**src/rtl/fetch_stage.sv**
```systemverilog
// Instruction fetch stage: owns the PC, addresses instruction memory and registers
// each fetched word (tagged when it is the immediate half of a long instruction).
module fetch_stage #(
   parameter int unsigned     PC_W     = 16,
   parameter logic [PC_W-1:0] RESET_PC = '0,
   parameter logic [15:0]     NOP_WORD = 16'h0000
) (
   input  logic            Clk,
   input  logic            Rst,
   input  logic            Stall,
   input  logic            Branch_Taken,
   input  logic [PC_W-1:0] Branch_Target,
   output logic [PC_W-1:0] Imem_Addr,
   input  logic [15:0]     Imem_Data,
   output logic [15:0]     Out,
   output logic [PC_W-1:0] Out_PC,
   output logic            Out_Valid,
   output logic            Out_Imm_Word
);

   typedef enum logic {
      FIRST  = 1'b0,
      SECOND = 1'b1
   } state_t;

   state_t          state, state_nxt;
   logic [PC_W-1:0] pc_p0, pc_nxt;
   logic [15:0]     word_p1, word_nxt;
   logic [PC_W-1:0] word_pc_p1, word_pc_nxt;
   logic            vld_p1, vld_nxt;
   logic            imm_p1, imm_nxt;
   logic            advance;
   logic            long_form;

   function automatic logic [PC_W-1:0] pc_inc(input logic [PC_W-1:0] pc);
      return pc + {{(PC_W-1){1'b0}}, 1'b1};
   endfunction

   assign advance   = !Stall && !Branch_Taken;
   assign long_form = (Imem_Data[15:13] == 3'b111);

   always_comb begin
      state_nxt   = state;
      pc_nxt      = pc_p0;
      word_nxt    = word_p1;
      word_pc_nxt = word_pc_p1;
      vld_nxt     = vld_p1;
      imm_nxt     = imm_p1;
      if (Branch_Taken) begin
         // redirect discards the word at the old PC and any pending immediate
         state_nxt = FIRST;
         pc_nxt    = Branch_Target;
         word_nxt  = NOP_WORD;
         vld_nxt   = 1'b0;
         imm_nxt   = 1'b0;
      end else if (advance) begin
         pc_nxt      = pc_inc(pc_p0);
         word_nxt    = Imem_Data;
         word_pc_nxt = pc_p0;
         vld_nxt     = 1'b1;
         imm_nxt     = (state == SECOND);
         case (state)
            FIRST:   state_nxt = long_form ? SECOND : FIRST;
            SECOND:  state_nxt = FIRST;
            default: state_nxt = FIRST;
         endcase
      end
   end

   // p0 -> p1: PC/state update and IF/ID register
   always_ff @(posedge Clk) begin
      if (!Rst) begin
         state      <= FIRST;
         pc_p0      <= RESET_PC;
         word_p1    <= NOP_WORD;
         word_pc_p1 <= '0;
         vld_p1     <= 1'b0;
         imm_p1     <= 1'b0;
      end else begin
         state      <= state_nxt;
         pc_p0      <= pc_nxt;
         word_p1    <= word_nxt;
         word_pc_p1 <= word_pc_nxt;
         vld_p1     <= vld_nxt;
         imm_p1     <= imm_nxt;
      end
   end

   assign Imem_Addr    = pc_p0;
   assign Out          = word_p1;
   assign Out_PC       = word_pc_p1;
   assign Out_Valid    = vld_p1;
   assign Out_Imm_Word = imm_p1;

endmodule

```
**config.mk**
```make
export PLATFORM = sky130hd
export DESIGN_NAME = fetch_stage
export DESIGN_NICKNAME = d
export VERILOG_FILES = /design/src/rtl/fetch_stage.sv
export SDC_FILE = /design/constraint.sdc
export NUM_CORES = 1
export LEC_CHECK = 0
export ABC_AREA = 1
export ABC_CLOCK_PERIOD_IN_PS = 1500
export CORE_MARGIN = 2
export CORE_UTILIZATION = 44
export CTS_CLUSTER_SIZE = 16
export DETAILED_ROUTE_END_ITERATION = 10
export PLACE_DENSITY = 0.79
export SLEW_MARGIN = 20
export SYNTH_ARGS = -nofsm -noshare
export SYNTH_HDL_FRONTEND = slang
export SYNTH_SLANG_ARGS = --single-unit
```
**constraint.sdc**
```tcl
create_clock -name Clk -period 1.5 [get_ports Clk]
set_input_delay 0.3 -clock Clk [delete_from_list [all_inputs] [get_ports Clk]]
set_output_delay 0.3 -clock Clk [all_outputs]
set_load 0.01 [all_outputs]
```
* Word-level counts from Yosys, hierarchy flattened
Index checks and enable logic that the tools add are counted.
** Operators by class
- $add $sub $neg :: 1
- Multiply operators :: 0
- Bitwise logic cells :: 3
- Shift-type cells :: 0
- Mux-type cells :: 4
- Divide/modulo/power cells :: 0
- Reductions and logical operators :: 6
- Equality and inequality tests :: 1
- $lt $le $gt $ge :: 0
** Operators with widths (number)
- 16-bit two-way mux :: 2
- 16-bit by 1-bit adder with 16-bit output (second input constant) :: 1
- 3-bit == test (second input constant) :: 1
- 1-bit inverter :: 3
- 1-bit zero test :: 2
- 1-bit one-hot mux with 2 select lines :: 1
- 2-bit AND reduction :: 1
- 2-bit nonzero test :: 1
- 2-bit OR reduction :: 1
- 1-bit logical AND :: 1
- 1-bit two-way mux :: 1
** Storage, ports and cells
- RAM bits :: 0
- Bits in registers :: 51
- Output and inout port bits :: 50
- Word-level logic and storage cells :: 21
- Bits of input ports :: 36
- Memories :: 0
- Latch bits :: 0
- ROM bits :: 0

* Depth between registers and ports, before layout
- Word-level depth :: 4
- Mapped depth :: 9
- Depth with buffers taken out :: 9

* Least setup slack after synthesis
OpenSTA, ideal clock, no wires.
- Path type :: register -> register
- Start point :: reg pc_p0[1], in the netlist Imem_Addr[1]
- End point :: reg pc_p0[12], in the netlist Imem_Addr[12]
- Required time :: 1391 ps
- Setup time :: 109 ps
- Period minus slack after synthesis :: 1360 ps
- Setup slack :: 140 ps
- Arrival :: 1251 ps
- Buffers on the path :: 0
- Cell stages (with the launch flop) :: 9
- Path through :: dfxtp_1 > ha_1 > nand3_1 > nor2_2 > nand3_1 > a21oi_1 > nand2_1 > nand2_1 > inv_1
** Between the ends
- Cells in the longest elaborated chain, start to end :: 3
** RTL lines
- start, declared :: RTL line 27 : logic [PC_W-1:0] pc_p0, pc_nxt;
- start signal, assigned :: RTL line 81 : pc_p0 <= pc_nxt;
- 16-bit by 1-bit adder with 16-bit output :: RTL line 36 : return pc + {{(PC_W-1){1'b0}}, 1'b1};
- 16-bit two-way mux :: RTL line 56 : end else if (advance) begin
- 16-bit two-way mux :: RTL line 49 : if (Branch_Taken) begin
Every way passes these cells. The select of a mux whose other input is x is not followed.
A chain may end at the register's enable or synchronous reset.

* Final worst setup path
- Start point :: reg word_p1[13], in the netlist Out[13]
- End point :: out Out[13]
** RTL lines
- start, declared :: RTL line 28 : logic [15:0] word_p1, word_nxt;
- start signal, assigned :: RTL line 82 : word_p1 <= word_nxt;
- end, declared :: RTL line 15 : output logic [15:0] Out,
No word-level cell between the ends.

==> reports/summary.txt <==
share of post-route cells with drive strength above 1: 12.70%
Synthesized Nets: 374
hold slack: 0.4765 ns
CP top delay family: buffers and inverters
CTS Hold Buffers Added: 0
antenna viol nets, final: 0
CP max FO: 2
Post-synth ARST share: 0%
grt total ovfl: 0
VDD IR max: 0.4095 mV
RSZ-0062 raised after global routing: yes
initial antenna violation count: 0
Syn Area/Cell: 6.906 sq um
worst slew pin tran: 0.3038 ns
nets@finish: 477
post-synth cell types: 26
area grow syn2layout: 54.52%
PortBufs: 85
Vias/cell: 4.955
Tmin final: 1.477 ns
vias in the first global route: 2,493
die width: 76.73 um
Fillers: 442
Synth warnings: 0
Hold Path End: Out[13]
sequential element share of the synthesized area: 43.87%
critical path class: reg -> out
critical path endpoint category: primary output
min-delay worst type: reg -> reg
power density over cell area: 801.7 nW/um^2
clk_skew: 0.006397 ns
Hold Path Cell Cnt: 2
R2R Path Start: Imem_Addr[1]
Sink Count: 51
final-report hold violation count: 0
worst-path cell chain: clkdlybuf4s50_1
n_diodes: 0
Post-DP HPWL: 4987 um
routed len/inst: 13.20 um
Max Cap Violations: 0
Seq cells post-synth: 51
# setup viols final: 0
clock latency on the worst-skew pair: 0.30 ns
CTS max path bufs: 2
synth cell count leaders: nor2_1 (73), nand2_1 (57), dfxtp_1 (51)
max incr delay on CP: 0.54 ns
H-tree depth: 2
num rows: 26
Mapped Area: 2327 sq um
largest area contributor in the netlist: dfxtp_1
Static Leak: 2.019 nW
max-slew violation count: 0
largest net degree at the start of global routing: 23
Gate Count Post-Synth: 337
fin cells: 511
via count: 2,532
Slowest cell on crit path: clkdlybuf4s50_1
buffers plus inverters on the worst setup path: 1
CP Data Arrival Time: 1.18 ns
Worst Min Path Start: Out[13]
Post-Route WL: 6747 um
DRT Pass-1 Iters: 4
die height: 76.73 um
path depth of the worst reg2reg path: 8
Slew HR: 79.75%
Synth area leaders: dfxtp_1 (44%), nor2_1 (12%), nand2_1 (9.2%)
Tot GR Track Use: 23.47%
CTS tree: yes
final clock period utilization by the worst path: 98.45%
Placed Instances: 503
TritonCTS Buffers: 5
top cell type's share of synthesized area: 43.87%
Reg2Reg Setup Slack: 0.12 ns
Clock transition at path regs: 0.08 ns
initial drt markers: 206
Synth Flop Type: dfxtp_1
Startpoint Class: flop
# DRC: 0
WP data required: 1.20 ns
count leader, synth: nor2_1
Starting Density: 45.57%
outcome: finished, final reports clean
number of synthesized flops with an enable pin: 0
first-pass GRT wire length: 11,290 um
reg2reg end: Imem_Addr[12]
Core Footprint: 5107 sq um
Root Driver: clkbuf_8
routability cong.: 0.8798
die area: 5887 sq um
achievable frequency: 677.1 MHz
num ports: 86
metal layers:
layer | track usage [%] | routed length (um)
met2 | 38.33 | 3157
met5 | 0 | 0
met3 | 4.235 | 384
met4 | 11.27 | 174
met1 | 29.90 | 3030
how the worst max path moves through the flow:
stage,start,to,slack (ns),cells past startpoint
final,Out[13],Out[13],0.02,1
after global routing,Branch_Taken,Imem_Addr[9],-0.002,10
after CTS,Out_PC[5],Out_PC[5],0.002,1
after detailed placement,Stall,Imem_Addr[11],-0.27,10
after global placement,Stall,Imem_Addr[8],-0.20,10
after floorplan,Imem_Addr[1],Imem_Addr[12],0.14,8
final cells by class:
type                    count  area, sq um  area share (%)
multi-input cells         226         1059           29.44
well taps                  70        87.58           2.436
clock buffers               8        100.1           2.784
flip-flops and latches     51         1035           28.78
inverters                  45        171.4           4.767
repair buffers            111         1144           31.80
state kept, by name (all words and copies together) (netlist names):
name          flops
state             1
Out              16
Out_PC           16
Out_Imm_Word      1
Out_Valid         1
Imem_Addr        16
through the flow:
stage | util [%] | setup WS [ns] | area (sq um) | power, mW | setup TNS [ns]
6_report | 70.41 | 0.02321 | 3596 | 2.883 | 0
5_1_grt | 70.41 | -0.002372 | 3596 | 3.029 | -0.002372
4_1_cts | 68.89 | 0.001786 | 3518 | 2.908 | 0
3_5_place_dp | 67.20 | -0.2663 | 3432 | 2.079 | -7.352
3_3_place_gp | 67.20 | -0.1968 | 3432 | 2.067 | -5.763
2_1_floorplan | - | 0.1401 | 2327 | 1.736 | 0
what timing repair did:
item,4_1_cts,5_1_grt
setup buffers,0,0
gates resized for setup,33,30
setup endpoints to repair,22,31
endpoints found under the hold margin,0,0
cloned,0,0
where the power goes:
group | internal (mW) | switching, mW
logic | 0.290 | 0.262
clock network | 0.422 | 0.435
registers | 1.42 | 0.0513
total | 2.14 | 0.748
cells by family after synthesis:
kind of cell	count (synthesis)	share of synthesized area [%]
fa+ha+maj	1	0.5375
compound gates	53	12.69
simple gates	172	31.61
buf+inv	60	11.29
flops	51	43.87
placed cells by master, fill, tap and decap left out, types with 2 or more instances in the layout:
| master | instances |
|---|---|
| a211oi_1 | 6 |
| inv_1 | 41 |
| buf_12 | 5 |
| nor2_8 | 2 |
| clkdlybuf4s50_1 | 38 |
| nor2_1 | 70 |
| o21ai_0 | 24 |
| nand3_1 | 28 |
| dlygate4sd2_1 | 22 |
| dfxtp_1 | 40 |
| clkbuf_8 | 7 |
| dfxtp_2 | 11 |
| o211ai_1 | 3 |
| o21ai_1 | 9 |
| nand2_1 | 56 |
| nor3_1 | 6 |
| nand4_1 | 3 |
| buf_4 | 21 |
| a21oi_1 | 9 |
| inv_2 | 3 |
| dlymetal6s2s_1 | 25 |
| nor2_2 | 4 |
Note: power is estimated with default switching activity, not from simulation.
